[config.mk]
export PLATFORM = sky130hd
export DESIGN_NAME = heat_mode_actuator
export DESIGN_NICKNAME = d
export VERILOG_FILES = /design/src/rtl/heat_mode_actuator.sv
export SDC_FILE = /design/constraint.sdc
export NUM_CORES = 1
export LEC_CHECK = 0
export ABC_AREA = 1
export BUFFER_PORTS_ARGS = -buffer_cell sky130_fd_sc_hd__buf_2
export CORE_MARGIN = 2
export CORE_UTILIZATION = 30
export DETAILED_ROUTE_END_ITERATION = 7
export PLACE_DENSITY = 0.51
export SLEW_MARGIN = 30
export SYNTH_ARGS = -nofsm -noshare
export SYNTH_HDL_FRONTEND = slang
export SYNTH_SLANG_ARGS = --single-unit
[constraint.sdc]
create_clock -name clk -period 1.85 [get_ports clk]
set_input_delay 0 -clock clk [delete_from_list [all_inputs] [get_ports clk]]
set_output_delay 0 -clock clk [all_outputs]
set_load 0.02 [all_outputs]
[src/rtl/heat_mode_actuator.sv]
// heat_mode_actuator: one-hot heating enable stage with dead time, min-on/min-off timing and fault shutdown
module heat_mode_actuator #(
  parameter int MIN_ON_CYCLES   = 16,
  parameter int MIN_OFF_CYCLES  = 16,
  parameter int DEADTIME_CYCLES = 4,
  parameter int CNT_W           = 8
) (
  input  logic       clk,
  input  logic       rst,
  input  logic       req_valid,
  input  logic       req_sel,
  input  logic       req_on,
  output logic       req_ready,
  input  logic       fault,
  output logic [1:0] heat_en,
  output logic       active_sel,
  output logic [1:0] state_o
);
  typedef enum logic [1:0] {S_OFF = 2'd0, S_DEAD = 2'd1, S_ON = 2'd2, S_FAULT = 2'd3} state_t;
  localparam int CNT_MAX = (1 << CNT_W) - 1;
  localparam logic [CNT_W-1:0] MIN_ON  = CNT_W'(MIN_ON_CYCLES);
  localparam logic [CNT_W-1:0] MIN_OFF = CNT_W'(MIN_OFF_CYCLES);
  localparam logic [CNT_W-1:0] DT_LAST = CNT_W'(DEADTIME_CYCLES - 1);
  if (MIN_ON_CYCLES < 1 || MIN_ON_CYCLES > CNT_MAX || MIN_OFF_CYCLES < 1 || MIN_OFF_CYCLES > CNT_MAX ||
      DEADTIME_CYCLES < 1 || DEADTIME_CYCLES > CNT_MAX) begin : g_bad_param
    $error("heat_mode_actuator: timing parameter out of range for CNT_W");
  end
  state_t           state_q, state_d;
  logic [CNT_W-1:0] cnt_q, cnt_d, cnt_sat;
  logic             target_q, target_d, active_sel_q, active_sel_d;
  logic [1:0]       heat_en_q, heat_en_d;
  logic             acc;
  assign req_ready = !fault && (state_q == S_OFF ? (cnt_q >= MIN_OFF || !req_on) :
                                state_q == S_ON  ? cnt_q >= MIN_ON : 1'b0);
  assign acc        = req_valid && req_ready;
  assign cnt_sat    = &cnt_q ? cnt_q : cnt_q + CNT_W'(1);
  assign heat_en    = heat_en_q;
  assign active_sel = active_sel_q;
  assign state_o    = state_q;
  always_comb begin
    state_d      = state_q;
    target_d     = target_q;
    active_sel_d = active_sel_q;
    heat_en_d    = heat_en_q;
    if (fault) begin
      state_d   = S_FAULT;
      heat_en_d = 2'b00;
    end else begin
      case (state_q)
        S_OFF: if (acc && req_on) begin
          state_d      = S_DEAD;
          target_d     = req_sel;
          active_sel_d = req_sel;
        end
        S_DEAD: if (cnt_q == DT_LAST) begin
          state_d   = S_ON;
          heat_en_d = target_q ? 2'b10 : 2'b01;
        end
        S_ON: if (acc && !req_on) begin
          state_d   = S_OFF;
          heat_en_d = 2'b00;
        end else if (acc && req_sel != target_q) begin
          state_d      = S_DEAD;
          target_d     = req_sel;
          active_sel_d = req_sel;
          heat_en_d    = 2'b00;
        end
        default: state_d = S_OFF;
      endcase
    end
    cnt_d = state_d != state_q ? '0 : cnt_sat;
  end
  always_ff @(posedge clk or posedge rst) begin
    if (rst) begin
      state_q      <= S_OFF;
      cnt_q        <= MIN_OFF;
      target_q     <= 1'b0;
      active_sel_q <= 1'b0;
      heat_en_q    <= 2'b00;
    end else begin
      state_q      <= state_d;
      cnt_q        <= cnt_d;
      target_q     <= target_d;
      active_sel_q <= active_sel_d;
      heat_en_q    <= heat_en_d;
    end
  end
endmodule
==> results.cfg <==
[critical_path]
r2r_slack_ns = 0.30
r2r_end = cnt_q[3]
critPathCaptureType = register
r2r-start = cnt_q[7]
crit_start = cnt_q[7]
crit_type = reg2reg
worstRegToRegCells = 10
cp.required_ns = 2.02
start_kind = register
cp.arrival_ns = 1.72
worstPathMaxFanout = 8

[floorplan]
die_h_um = 57.9
dieWidth_um = 57.9
initial_core_util_pct = 31.6
fp-row-count = 19
core_region_area_mm2 = 0.00276
ios = 12
dieArea_mm2 = 0.00335

[status]
status = finished, final reports clean

[final_layout]
syn_to_final_growth_pct = 16.1
fill_cells = 285
antenna_cells = 0
final_nets = 134
drive_above_1_share_pct = 36.0
layout.cells.non_filler = 156
multi_input_area_um2 = 473
regArea_um2 = 327

[sta]
period_share_pct = 83.8
hold_viol_final = 0
finalSetupViolations = 0
finalSetupTns_ns = 0
finClkSkew_ns = 0.00382
maxSlewHeadroom_pct = 67.5
fmax_mhz = 645
rsz0062_at_grt = false
min_period_ns = 1.55
finalMaxSlewViolations = 0
tightest_slew_ns = 0.487

[detailed_routing]
post_drt_wl_per_cell_um = 10.3
post_drt_via_cell_ratio = 4.54
drtAntennaViolNets = 0
drtIter0Drc = 16
wirelength_um = 1610
first_pass_iters = 4
drc_errors = 0
vias = 708

[cts]
cts-root-buf = clkbuf_4
clock_latency_ns = 0.28
cts_tree = done
cts_sinks = 13
cts_buffers = 3
htree_levels = 1
cts_buffer_depth = 2
clk_pin_slew_worst_paths_ns = 0.08
post_cts_buffers = 0

[synthesis]
yosys-top-cells-area = dfrtp_1 34%, nor2_2 8.6%, inv_1 6.9%
synthDistinctLibCells = 23
async_flop_share_pct = 100
ys_seq_elements = 13
ys.flop_type = dfrtp_1
syn_area_um2 = 871
yosys.cell_count.top_type = inv_1
synth_top_area_share_pct = 34.5
postSynthAreaPerCell_um2 = 8.06
yosys_warnings = 0
synth_common_cells = 16 x inv_1, 15 x nand2_1, 12 x dfrtp_1, 12 x nor2_2, 9 x nor2_1
yosysSeqAreaShare_pct = 37.5
synth_nets = 116
synth_edf_count = 0
syn-instance-count = 108
synth_area_leader_cell = dfrtp_1

[place]
port_buffers = 11
hpwl_um = 1270
dp_cells = 150
routabilityCongestion = 0.776

[min_path]
whs_path_depth = 3
hold_path_class = in2reg
min_to = active_sel
hp-start = req_sel

[power_and_ir_drop]
power_uw = 633
p_leak_nw = 0.490
irDropWorstVdd_mv = 0.307
p_per_area_mw_per_mm2 = 626

[grt]
grt_pass1_vias = 651
grt_max_degree = 14
grt_overflow = 0
grt_usage_pct = 10.8
antenna_found_initial = 0
grt_pass1_wl_um = 2800

[run]
max_cap_violations = 0
## repair_timing
item                                   CTS  global route
resized for setup                        0             0
endpoints found under the hold margin   14             0
hold buffers                             2             0
## placed cells by master (no fill, tap or decap)
cell / instances
inv_1: 16
nand2_1: 15
nor2_2: 12
dfrtp_1: 12
buf_2: 11
nor2_1: 9
nand3_1: 5
nand2_2: 5
a21oi_1: 5
o21ai_0: 4
inv_2: 3
nor3_1: 3
nand3_2: 3
xor2_1: 3
clkbuf_4: 3
nand4_2: 2
nand4_1: 2
ha_1: 2
dlygate4sd3_1: 2
nor3_2: 1
nor2_4: 1
xor2_2: 1
o21ai_4: 1
nand2_4: 1
o211ai_1: 1
clkbuf_1: 1
dfstp_2: 1
## worst max-delay path by stage
stage               depth (start not counted)       end  slack (ns)
finish                                     10  cnt_q[3]        0.30
global route                               10  cnt_q[3]         0.1
CTS                                        10  cnt_q[3]        0.28
detailed placement                         10  cnt_q[3]        0.30
global placement                           10  cnt_q[3]        0.31
floorplan                                  10  cnt_q[6]        0.38
## sequential cells by signal, indices dropped and copies added (netlist names)
register / flops
cnt_q: 8
heat_en: 2
state_o: 2
active_sel: 1
## per-stage QoR
step | hold slack, ns | utilization, % | worst slack (ns) | instance area [um2]
5_1_grt | 0.0360 | 36.7 | 0.0996 | 1010
3_5_place_dp | 0.0518 | 35.0 | 0.302 | 965
3_3_place_gp | 0.0534 | 35.0 | 0.313 | 965
4_1_cts | 0.0171 | 36.7 | 0.278 | 1010
2_1_floorplan | -0.124 | - | 0.379 | 871
6_report | 0.0139 | 36.7 | 0.300 | 1010
## cells by family (layout without fill, tap and decap cells)
family | after synthesis | after routing | synth area share (%)
AO/OA/AOI/OAI | 11 | 11 | 7.90
XOR/XNOR | 4 | 4 | 4.89
adder cells (fa/ha/maj) | 2 | 2 | 2.87
buffers and inverters | 19 | 36 | 8.19
flip-flops | 13 | 13 | 37.5
AND/OR/NAND/NOR | 59 | 59 | 38.6
## metal layers
layer	track usage, %	vias up	wire length (um)	part of all wire, %
met3	2.68	3	65	4.0
met1	14.0	315	798	50
met2	18.0	15	730	45
li1	-	375	-	-
met4	2.99	0	14	0.87
met5	0	-	0	0
## critical path: stages (launching register included)
cell and delay [ns]:
dfrtp_1 0.42, nor2_1 0.22, nand3_2 0.15, nand4_2 0.11, nand2_1 0.08, nand2_2 0.08
nand3_2 0.08, nand2_2 0.07, nand2_2 0.06, nand2_4 0.13, nor2_2 0.05
## report_power, final
part | internal, mW | leakage (nW) | switching, mW
Combinational | 0.0480 | 0.311 | 0.0943
Clock | 0.0837 | 0.0150 | 0.0942
Sequential | 0.298 | 0.165 | 0.0141
## final cells by class
class	instances	share of cell area (%)
Timing Repair Buffer	13	7.43
Inverter	19	7.05
Clock buffer	4	2.60
Sequential cell	13	32.3
Multi-Input combinational cell	76	46.8
Tap cell	31	3.84
(Power assumes the default switching activity.)
